[src/rtl/cla_pkg.sv]
// Shared definitions for the 64-bit CLA datapath: opcode encodings, group size
// and the beat layout handed from the P/G stage to the lookahead tree.
package cla_pkg;

  localparam int CLA_GROUP = 4;
  localparam int CLA_WIDTH = 64;

  typedef enum logic [1:0] {
    OP_ADD   = 2'b00,
    OP_SUB   = 2'b01,
    OP_ADC   = 2'b10,
    OP_PASSA = 2'b11
  } cla_op_t;

  typedef struct packed {
    logic [CLA_WIDTH-1:0] p;
    logic [CLA_WIDTH-1:0] g;
    logic                 c0;
    logic                 sa;
    logic                 sb;
  } pg_beat_t;

endpackage

[src/rtl/cla_pg_stage_gen.sv]
// Combinational operand conditioning (subtract / carry-in / pass-A) followed by
// bitwise propagate/generate formation. Holds no state.
module cla_pg_gen
  import cla_pkg::*;
#(
  parameter int WIDTH = 64
) (
  input  logic [WIDTH-1:0] i_a,
  input  logic [WIDTH-1:0] i_b,
  input  logic [1:0]       i_op,
  input  logic             i_cin,
  output logic [WIDTH-1:0] o_p,
  output logic [WIDTH-1:0] o_g,
  output logic             o_c0,
  output logic             o_sa,
  output logic             o_sb
);

  cla_op_t          w_op;
  logic [WIDTH-1:0] w_b_cond;

  assign w_op = cla_op_t'(i_op);

  // Subtraction is a + ~b + 1, so the +1 rides in on c0 rather than an adder here.
  always_comb begin
    w_b_cond = i_b;
    o_c0     = 1'b0;
    case (w_op)
      OP_ADD:   w_b_cond = i_b;
      OP_SUB: begin
        w_b_cond = ~i_b;
        o_c0     = 1'b1;
      end
      OP_ADC:   o_c0 = i_cin;
      OP_PASSA: w_b_cond = '0;
      default:  w_b_cond = i_b;
    endcase
  end

  assign o_p  = i_a ^ w_b_cond;
  assign o_g  = i_a & w_b_cond;
  assign o_sa = i_a[WIDTH-1];
  assign o_sb = w_b_cond[WIDTH-1];

endmodule

[src/rtl/cla_pg_stage.sv]
// Registered P/G stage: conditions operands, forms P/G and holds results in a
// 2-entry in-order buffer so the downstream tree can stall without a comb path.
module cla_pg_stage
  import cla_pkg::*;
#(
  parameter int WIDTH = 64,
  parameter int GROUP = CLA_GROUP
) (
  input  logic             clk,
  input  logic             rst,
  input  logic             in_valid,
  output logic             in_ready,
  input  logic [WIDTH-1:0] in_a,
  input  logic [WIDTH-1:0] in_b,
  input  logic [1:0]       in_op,
  input  logic             in_cin,
  output logic             out_valid,
  input  logic             out_ready,
  output logic [WIDTH-1:0] out_p,
  output logic [WIDTH-1:0] out_g,
  output logic             out_c0,
  output logic             out_sa,
  output logic             out_sb
);

  if (((WIDTH % GROUP) != 0) || (GROUP != CLA_GROUP)) begin : g_bad_param
    $error("cla_pg_stage: WIDTH must be a multiple of GROUP and GROUP must be 4");
  end

  typedef struct packed {
    logic [WIDTH-1:0] p;
    logic [WIDTH-1:0] g;
    logic             c0;
    logic             sa;
    logic             sb;
  } beat_t;

  beat_t      w_beat;
  beat_t      w_head;
  beat_t      r_mem [2];
  logic       r_wr_ptr;
  logic       r_rd_ptr;
  logic [1:0] r_count;
  logic [1:0] w_count_next;
  logic       r_in_ready;
  logic       w_push;
  logic       w_pop;

  cla_pg_gen #(.WIDTH(WIDTH)) u_gen (
    .i_a   (in_a),
    .i_b   (in_b),
    .i_op  (in_op),
    .i_cin (in_cin),
    .o_p   (w_beat.p),
    .o_g   (w_beat.g),
    .o_c0  (w_beat.c0),
    .o_sa  (w_beat.sa),
    .o_sb  (w_beat.sb)
  );

  assign w_push = in_valid & r_in_ready;
  assign w_pop  = (r_count != 2'd0) & out_ready;

  always_comb begin
    w_count_next = r_count;
    case ({w_push, w_pop})
      2'b10:   w_count_next = r_count + 2'd1;
      2'b01:   w_count_next = r_count - 2'd1;
      default: w_count_next = r_count;
    endcase
  end

  // in_ready is registered from the next count so it never depends on out_ready
  // combinationally, and stays low until the first edge after reset releases.
  always_ff @(posedge clk or posedge rst) begin
    if (rst) begin
      for (int i = 0; i < 2; i++) begin
        r_mem[i] <= '0;
      end
      r_wr_ptr   <= 1'b0;
      r_rd_ptr   <= 1'b0;
      r_count    <= 2'd0;
      r_in_ready <= 1'b0;
    end else begin
      if (w_push) begin
        r_mem[r_wr_ptr] <= w_beat;
      end
      r_wr_ptr   <= r_wr_ptr ^ w_push;
      r_rd_ptr   <= r_rd_ptr ^ w_pop;
      r_count    <= w_count_next;
      r_in_ready <= (w_count_next != 2'd2);
    end
  end

  assign w_head    = r_mem[r_rd_ptr];
  assign in_ready  = r_in_ready;
  assign out_valid = (r_count != 2'd0);
  assign out_p     = w_head.p;
  assign out_g     = w_head.g;
  assign out_c0    = w_head.c0;
  assign out_sa    = w_head.sa;
  assign out_sb    = w_head.sb;

endmodule

[config.mk]
export PLATFORM = sky130hd
export DESIGN_NAME = cla_pg_stage
export DESIGN_NICKNAME = d
export VERILOG_FILES = /design/src/rtl/cla_pkg.sv /design/src/rtl/cla_pg_stage_gen.sv /design/src/rtl/cla_pg_stage.sv
export SDC_FILE = /design/constraint.sdc
export NUM_CORES = 1
export LEC_CHECK = 0
export BUFFER_PORTS_ARGS = -buffer_cell sky130_fd_sc_hd__buf_2
export CORE_ASPECT_RATIO = 0.6
export CORE_MARGIN = 5
export CORE_UTILIZATION = 52
export DETAILED_ROUTE_END_ITERATION = 7
export PLACE_DENSITY = 0.87
export SLEW_MARGIN = 20
export SYNTH_ARGS = -nofsm -noshare
export SYNTH_HDL_FRONTEND = slang
export SYNTH_HIERARCHICAL = 1
export SYNTH_SLANG_ARGS = --single-unit
[constraint.sdc]
create_clock -name clk -period 11.08 [get_ports clk]
set_input_delay 1.662 -clock clk [delete_from_list [all_inputs] [get_ports clk]]
set_output_delay 1.662 -clock clk [all_outputs]
set_load 0.02 [all_outputs]
---- After elaboration in Yosys (flattened, before gate mapping) ----
Cells that the tools add are included.
word-level totals
  bits in registers ....................... 267
  input bits .............................. 135
cells by class
  add/sub/neg operators ................... 2
  magnitude comparators ................... 3
  equality and inequality tests ........... 6
  muxes and demuxes ....................... 9
  bitwise operators ....................... 9
  reduce and logical (&&, ||, !) cells .... 2
operators with widths
  operator               count
  $mux W131              4
  $bwmux W262            1
  $demux W131 S1         1
  $pmux W64 S2           1
  $and A64 B64 Y64       1
  $not A64 Y64           1
  $xor A64 B64 Y64       1
  $eq A2 B2 Y1 const B   3
  $eq A2 B1 Y1 const B   2
  $ge A2 B2 Y1 const B   2
  $not A1 Y2             2
  $pmux W2 S2            1
  $add A2 B1 Y2 const B  1
  $and A1 B1 Y1          2
  $lt A2 B1 Y1 const B   1
  $ne A2 B2 Y1 const B   1
  $pmux W1 S2            1
  $reduce_bool A2 Y1     1
  $sub A2 B1 Y2 const B  1
  $xor A1 B1 Y1          2
  $logic_and A1 B1 Y1    1

---- Depth between registers and ports, before layout ----
Gate-level depths: netlist of the first run.
  depth after elaboration ................. 6
  mapped depth ............................ 7
  mapped depth without buffers ............ 6

---- By module ----
Netlist of the first run, hierarchy kept.
modules (own cells, without submodules)
  module        times used  cells an instance  area each (um^2)  seq. area each (um^2)
  cla_pg_stage  1           725                12,660.9          6,681.4
  cla_pg_gen    1           150                1,959.4           0.0

---- Worst setup path before layout of the first run ----
Ideal clock, no wire load.
  kind .................................... input -> register
  start point ............................. in in_op[1]
  end point ............................... reg r_mem[234] (netlist bit)
  library setup time ...................... 125 ps
  data arrival time ....................... 2,968 ps
  path slack .............................. 7,987 ps
  stages on the path ...................... 7
  cells stage by stage .................... inv_1 > ha_1 > buf_6 > buf_6 > mux2_4 > ha_1 > mux2_2
RTL lines
  element                          line                RTL
  from (decl)                      cla_pg_stage.sv:15  input logic [1:0] in_op,
  to (signal, indexed assignment)  cla_pg_stage.sv:86  r_mem[r_wr_ptr] <= w_beat;
  to (decl)                        cla_pg_stage.sv:40  beat_t r_mem [2];

---- Worst setup path after layout of the first run ----
  start point ............................. reg r_rd_ptr
  end point ............................... out out_p[28]
on the way
  word-level cells in the longest chain between the ends .. 4
RTL lines
  element                                       line                RTL
  from (decl)                                   cla_pg_stage.sv:42  logic r_rd_ptr;
  from (signal assigned)                        cla_pg_stage.sv:89  r_rd_ptr <= r_rd_ptr ^ w_pop;
  $not A1 Y2 (implied by the code)              cla_pg_stage.sv:95  assign w_head = r_mem[r_rd_ptr];
  $mux W131 (implied by the code) (3 in a row)  cla_pg_stage.sv:95
  to (decl)                                     cla_pg_stage.sv:19  output logic [WIDTH-1:0] out_p,
Every way passes these cells. The select of a mux whose other input is x is not followed.

==> results of run 1 <==
-- placed cells by master (no fill, tap or decap) --
cell / synthesis / final
clkbuf_8: 0 / 6
nor2_1: 2 / 2
buf_2: 14 / 267
inv_8: 0 / 1
mux2_4: 320 / 320
o21ai_0: 1 / 1
nand3b_1: 1 / 1
clkinv_2: 0 / 8
mux2_2: 137 / 137
a32oi_1: 1 / 1
inv_1: 7 / 6
bufinv_16: 0 / 1
buf_4: 1 / 10
clkinvlp_4: 0 / 3
nor2_4: 1 / 1
clkbuf_16: 0 / 27
xor2_1: 2 / 2
ha_1: 70 / 67
and2_1: 1 / 1
ha_4: 0 / 2
buf_16: 0 / 1
ha_2: 0 / 1
xnor2_1: 2 / 2
clkbuf_1: 0 / 1
dfrtp_1: 267 / 266
dfrtp_4: 0 / 1
or2_2: 1 / 1
clkinv_8: 0 / 1
and2_4: 1 / 1
nand2_1: 1 / 1
a21oi_1: 1 / 1
-- worst max path at each step --
stage	end	startpoint	slack (ps)
after floorplan	in_ready	rst	2060
after global placement	r_mem[89]	in_valid	6250
after detailed placement	r_mem[89]	in_valid	6210
after CTS	out_p[51]	r_rd_ptr	6610
after global routing	out_p[28]	r_rd_ptr	6500
final	out_p[28]	r_rd_ptr	6640
-- flip-flops by register name, indices dropped and copies added, names as in the netlist --
register,count
in_ready,1
r_count,2
r_mem,262
r_rd_ptr,1
r_wr_ptr,1
-- final cells by class --
type | count | area share [%]
clock inverter | 13 | 0.646
tap | 367 | 2.73
inverter | 7 | 0.201
clock buffer | 34 | 4.52
timing repair buffer | 278 | 8.54
multi-input combinational | 542 | 43.7
sequential | 267 | 39.7
-- per-stage QoR --
step	hold WS, ps	setup WS [ps]	utilization [%]
after floorplan	471	2060	-
after global placement	483	6250	57.7
after detailed placement	488	6210	57.7
after CTS	505	6610	60.8
after global routing	518	6500	60.9
final	505	6640	60.9
-- kinds of logic after synthesis --
kind of cell	synth area share [%]
AO/OA/AOI/OAI	0.128
buffers and inverters	4.18
XOR/XNOR	0.240
flip-flops	45.7
AND/OR/NAND/NOR	0.351
multiplexers	43.4
adder cells (fa/ha/maj)	5.99
-- critical path: stages, from the launching register on --
cell and delay [ps]:
dfrtp_4 750, buf_4 840, mux2_2 430, buf_2 160
-- per-layer routing --
metal / part of all wire [%] / vias to the layer above
li1: - / 3647
met1: 47 / 4190
met2: 46 / 196
met3: 5.3 / 40
met4: 1.6 / 2
met5: 0.040 / -
-- power breakdown --
group	internal, mW	switching [mW]
clock network	0.510	0.387
logic	1.47	1.24
registers	1.48	0.319
==> flow_summary.toml, run 1 <==
[sta]
timing.slew.headroom_pct = 29.8
finalCritPeriodShare_pct = 40.0
finalHoldViolations = 0
clock.fmax_mhz = 225
tightest_slew_ps = 1050
rsz0062_at_grt = "false"
finalMaxSlewViolations = 0
finalSetupTns_ps = 0
setup_viol = 0
finClkSkew_ps = 28.3
period_needed_ps = 4440

[yosys]
synth_top_area_share_pct = 45.7
ys_types = 21
synth_most_common_cell = "mux2_4"
synth.largest_area_cell = "dfrtp_1"
synth-seq-cells = 267
ys_top_cells_by_area = "dfrtp_1, mux2_4, mux2_2"
yosys-top-cells-count = "mux2_4, dfrtp_1, mux2_2, ha_1, buf_6"
syn_nets = 1080
avgSynthCellArea_um2 = 16.7
ys_seq_area_share_pct = 45.7
yosys_warnings = 6
synthArstFlopShare_pct = 100
postSynthCellCount = 875
ys.flop_type = "dfrtp_1"
syn_area_um2 = 14600
synth_edf_count = 0

[placement]
placed_area_um2 = 15900
io_buffers = 267
gp_congestion = 0.794
dpl.hpwl_mm = 21.7
dp.cells = 1460

[cells_and_area]
antenna_cells = 0
syn_to_final_growth_pct = 15.2
design_area_um2 = 16800
register_area_um2 = 6690
post_route_cells_drive_above_1_share_pct = 69.1
multi_input_area_um2 = 7360
fillers = 2054
stdcell_count = 1508
nNetsFinal = 1327

[global_route]
use_met3_pct = 4.21
top_usage_layer = "met2"
use_met1_pct = 29.3
overflow = 0
grt_pass1_vias = 9018
grt_pass1_wl_mm = 51.4
antenna_found_initial = 1
grt_max_degree = 140
use_met2_pct = 31.6
track_usage_pct = 20.1

[clock_tree]
cts_inserted_buffers = 26
insertion_delay_ps = 540
clk_pin_slew_ps = 70
cts_sinks = 267
cts.htree.levels = 1
root_buffer = "clkbuf_16"
cts_tree = "done"
cts_resized = 0
post_cts.repair.setup_buffers = 0
cts_hold_buf = 0
cts.path.max_buffers = 3

[worst_setup_path]
path_max_fanout = 53
cp-start-kind = "flop"
crit_type = "flop to output pin"
arrival_ps = 2770
r2r-start = "in_ready"
critPathCaptureType = "output pin"
r2r_end = "r_mem[95]"
r2r_setup_slack_ps = 7610
required_ps = 9420
r2r_cells = 5

[routing]
ant_nets = 0
drt-total-wl_mm = 32.2
vias_per_cell = 5.35
wl_per_cell_um = 21.4
drc = 0
drt_iter0_drc = 385
first_pass_iters = 4
num_vias = 8075

[status]
status = "complete, no violations"

[die]
start_util_pct = 52.9
core_area_um2 = 27600
die_h_um = 140
rows = 47
dieWidth_um = 226
die_area_um2 = 31700
io_pins = 268

[hold_path]
hold_path_class = "flop to flop"
min_from = "r_mem[243]"
holdPathStages = 1
min_to = "r_mem[243]"

[pwr]
worst_ir_drop_vdd_mv = 0.187
p_leak_nw = 8.56
p_per_area_nw_per_um2 = 320
fin_total_pwr_mw = 5.39

[run]
max_cap_viol_count = 0
Note: power is estimated with default switching activity, not from simulation.
==> run 2: changes to the inputs <==
CORE_UTILIZATION = 51   (was 52)
PLACE_DENSITY = 0.89   (was 0.87)
clock period = 3.65 ns   (was 11.08 ns; I/O delays follow)
==> flow_summary.toml, run 2 (synthesis gave the netlist of run 1 again) <==
[placement]
pre_cts_slack_ps = 1040
io_buffers = 267
gp_congestion = 0.798
dp.cells = 1488
dpl.hpwl_mm = 22.9

[hold_path]
hold_path_class = "primary input to asynchronous set/reset pin"

[sta]
finClkSkew_ps = 18.7
timing.slew.headroom_pct = 37.6
setup_ws_ps = 729
setup_viol = 0
period_needed_ps = 2920
finalMaxSlewViolations = 0
tightest_slew_ps = 937
finalHoldViolations = 0
clock.fmax_mhz = 342
rsz0062_at_grt = "false"
finalCritPeriodShare_pct = 80.0

[worst_setup_path]
r2r_cells = 4
crit_type = "flop to output pin"
r2r-start = "in_ready"
path_max_fanout = 44
r2r_end = "r_mem[95]"
critPathCaptureType = "output pin"
arrival_ps = 2370
r2r_setup_slack_ps = 1500
cp-start-kind = "flop"
slowest_delay_ps = 940
required_ps = 3100
slowest_stage = "dfrtp_4"
path_cells = "buf_4 > mux2_2 > buf_2"
crit_start = "r_rd_ptr"

[cells_and_area]
stdcell_count = 1534
fillers = 2093
nNetsFinal = 1346
post_route_cells_drive_above_1_share_pct = 69.4
most-common-layout-cells = "mux2_4, buf_2, dfrtp_1"
reg_top3 = "r_mem (262), r_count (2)"
top_register = "r_mem"
final_common_cell = "mux2_4"
syn_to_final_growth_pct = 16.9
utilization_pct = 59.9
largest_reg_flops = 262
antenna_cells = 0

[routing]
vias_per_cell = 5.36
wl_per_cell_um = 21.5
first_pass_iters = 4
num_vias = 8217
drt-total-wl_mm = 33.0
drt_iter0_drc = 360
ant_nets = 0
drc = 0

[global_route]
track_usage_pct = 20.1
overflow = 0
grt_pass1_vias = 9165
antenna_found_initial = 2
grt_max_degree = 112
grt_pass1_wl_mm = 52.8

[die]
die_h_um = 141
rows = 48
dieWidth_um = 229
die_area_um2 = 32300
io_pins = 268
start_util_pct = 51.3
core_area_um2 = 28500

[clock_tree]
cts_tree = "done"
insertion_delay_ps = 540
post_cts.repair.setup_buffers = 0
root_buffer = "clkbuf_16"
cts.path.max_buffers = 3
cts_sinks = 267
cts.htree.levels = 1
cts_resized = 0
cts_hold_buf = 0
cts_inserted_buffers = 26
clk_pin_slew_ps = 70

[pwr]
p_sw_share_pct = 36.0
worst_ir_drop_vdd_mv = 0.508
fin_total_pwr_mw = 16.6
p_switching_mw = 5.96
p_per_area_nw_per_um2 = 970
power.share.sequential_pct = 33.1
p_leak_nw = 8.68
p_comb_share_pct = 50.6
p_clk_share_pct = 16.3
internal_power_mw = 10.6

[status]
status = "complete, no violations"

[run]
max_cap_viol_count = 0
[run 2: through the flow]
step / instance area, um^2 / TNS, ps / hold slack, ps
floorplan: 14600 / -112940 / 471
global placement: 16200 / 0 / 484
detailed placement: 16200 / 0 / 489
CTS: 17100 / 0 / 10.1
global route: 17100 / 0 / 32.9
finish: 17100 / 0 / 20.4
[run 2: final cells by class]
type	instances	area [um^2]	area share, %
inverter	7	30.0	0.176
multi-input combinational	542	7360	43.1
timing repair buffer	297	1690	9.87
clock inverter	5	31.3	0.183
tap	375	469	2.75
clock buffer	41	828	4.85
sequential	267	6690	39.1
[run 2: how the worst max path moves through the flow]
stage,depth (start not counted),slack (ps),to
floorplan,1,-420,in_ready
global placement,7,1100,r_mem[97]
detailed placement,7,1040,r_mem[100]
CTS,3,660,out_g[57]
global route,3,620,out_g[57]
finish,3,730,out_g[57]
[run 2: worst max-delay path: cells and delay by family (launching register included)]
kind / cells / cell delay (ps)
flip-flops: 1 / 940
buffers and inverters: 2 / 530
multiplexers: 1 / 370
[run 2: per-layer routing]
layer / wire length (um) / track usage (%)
met4: 660 / 4.23
met1: 15500 / 28.2
met5: 31 / 0
met3: 1630 / 4.85
met2: 15200 / 32.3
[run 2: power groups by stage]
stage          clock network, mW  registers, mW  logic, mW
2_1_floorplan                  0           5.07       6.65
3_3_place_gp                   0           5.39       8.24
3_5_place_dp                   0           5.50       8.44
4_1_cts                     2.76           5.49       8.46
5_1_grt                     2.89           5.68       8.83
6_report                    2.70           5.49       8.38
==> run 3: changes to the inputs <==
CORE_UTILIZATION = 52   (was 51)
PLACE_DENSITY = 0.87   (was 0.89)
clock period = 2.9 ns   (was 3.65 ns; I/O delays follow)
==> flow_summary.toml, run 3 (synthesis gave the netlist of run 1 again) <==
[clock_tree]
root_buffer = "clkbuf_16"
cts_sinks = 267
cts_hold_buf = 1
insertion_delay_ps = 520
cts_resized = 0
cts.path.max_buffers = 3
cts_tree = "done"
cts.htree.levels = 1
cts_inserted_buffers = 26
post_cts.repair.setup_buffers = 0
clk_pin_slew_ps = 60

[routing]
vias_per_cell = 5.30
first_pass_iters = 4
wl_met2_mm = 14.6
drt_iter0_drc = 318
drt-total-wl_mm = 31.9
ant_nets = 0
num_vias = 8046
drc = 0
wl_per_cell_um = 21.0
wl_met3_mm = 1.85
met1Wirelength_mm = 15.0
top_layer_used = "met5"

[die]
start_util_pct = 52.9
rows = 47
die_area_um2 = 31700
die_h_um = 140
dieWidth_um = 226
io_pins = 268
core_area_um2 = 27600

[worst_setup_path]
path_cells = "buf_12 > mux2_2 > buf_2"
slowest_stage = "dfrtp_4"
required_ps = 2470
path_max_fanout = 38
crit_family = "flip-flops"
crit_type = "flop to output pin"
r2r-start = "in_ready"
critPathCaptureType = "output pin"
crit_start = "r_rd_ptr"
cp-start-kind = "flop"
slowest_delay_ps = 750
arrival_ps = 2250
crit_buf_inv = 2

[cells_and_area]
syn_to_final_growth_pct = 16.9
fillers = 2021
largest_reg_flops = 262
design_area_um2 = 17100
top_register = "r_mem"
post_route_cells_drive_above_1_share_pct = 68.7
utilization_pct = 61.8
reg_top3 = "r_mem (262), r_count (2)"
nNetsFinal = 1337
most-common-layout-cells = "mux2_4, buf_2, dfrtp_1"
final_common_cell = "mux2_4"

[sta]
rsz0062_at_grt = "false"
timing.slew.headroom_pct = 54.1
tightest_slew_ps = 689
finalHoldViolations = 0
setup_viol = 0
finalCritPeriodShare_pct = 92.6
clock.fmax_mhz = 372
period_needed_ps = 2690
finClkSkew_ps = 8.22
finalMaxSlewViolations = 0

[placement]
placed_area_um2 = 16200
dpl.hpwl_mm = 21.4
gp_congestion = 0.793
io_buffers = 267

[global_route]
track_usage_pct = 19.8
grt_pass1_wl_mm = 51.0
overflow = 0
grt_pass1_vias = 9019
antenna_found_initial = 1
grt_max_degree = 94

[hold_path]
min_from = "in_a[63]"
hold_path_class = "primary input to flop"

[pwr]
worst_ir_drop_vdd_mv = 0.885
p_per_area_nw_per_um2 = 1220
p_leak_nw = 8.66

[run]
max_cap_viol_count = 0

[status]
status = "complete, no violations"
[run 3: cell types whose count changed in the layout (fill, tap and decap cells not counted)]
cell / previous run / this run
buf_4: 20 / 7
clkbuf_8: 10 / 4
bufinv_16: 0 / 4
clkbuf_1: 4 / 8
buf_12: 10 / 13
clkinv_2: 3 / 4
clkinv_4: 1 / 0
clkinvlp_4: 2 / 1
diode_2: 0 / 1
dlygate4sd3_1: 0 / 1
[run 3: worst register-to-register path, stage by stage, from the launching register on]
cell     delay (ps)
dfrtp_1         350
and2_1          250
ha_4            220
buf_4           540
mux2_2          480
[run 3: cell type report]
type | count | area, um^2 | area share [%]
antenna | 1 | 2.50 | 0.0146
sequential | 267 | 6690 | 39.1
multi-input combinational | 542 | 7360 | 43.0
tap | 367 | 459 | 2.69
inverter | 7 | 30.0 | 0.176
clock inverter | 8 | 140 | 0.820
clock buffer | 39 | 761 | 4.45
timing repair buffer | 288 | 1660 | 9.71
[run 3: per-stage QoR]
| stage | hold slack, ps | setup TNS (ps) | total power, mW | setup WS, ps | cells |
|---|---|---|---|---|---|
| 2_1_floorplan | 471 | -283150 | 14.8 | -1060 | 875 |
| 3_3_place_gp | 483 | 0 | 17.1 | 779 | 1470 |
| 3_5_place_dp | 489 | 0 | 17.4 | 752 | 1470 |
| 4_1_cts | 177 | 0 | 21.1 | 188 | 1518 |
| 5_1_grt | 183 | 0 | 21.9 | 141 | 1518 |
| 6_report | 208 | 0 | 20.8 | 214 | 1519 |
[run 3: routing by layer]
metal / track usage (%) / vias up
li1: - / 3670
met1: 28.4 / 4149
met2: 31.6 / 189
met3: 4.80 / 36
met4: 2.59 / 2
met5: 0 / -
[run 3: path summary, 6_finish.rpt]
| check | cells after the start | slack (ps) | to |
|---|---|---|---|
| min in group asynchronous | 3 | 500 | r_mem[178] |
| max in group asynchronous | 4 | 1520 | r_rd_ptr |
| setup / recovery | 3 | 210 | out_p[28] |
| hold / removal | 2 | 210 | r_mem[1] |
| setup reg to reg | 4 | 940 | r_mem[236] |
| hold reg to reg | 1 | 500 | r_mem[242] |
[run 3: power breakdown]
part	switching, mW	total (mW)	leakage, nW	internal [mW]
clock network	1.42	3.59	0.443	2.16
logic	4.75	10.4	4.90	5.69
registers	1.18	6.82	3.31	5.64
total	7.36	20.8	8.66	13.5
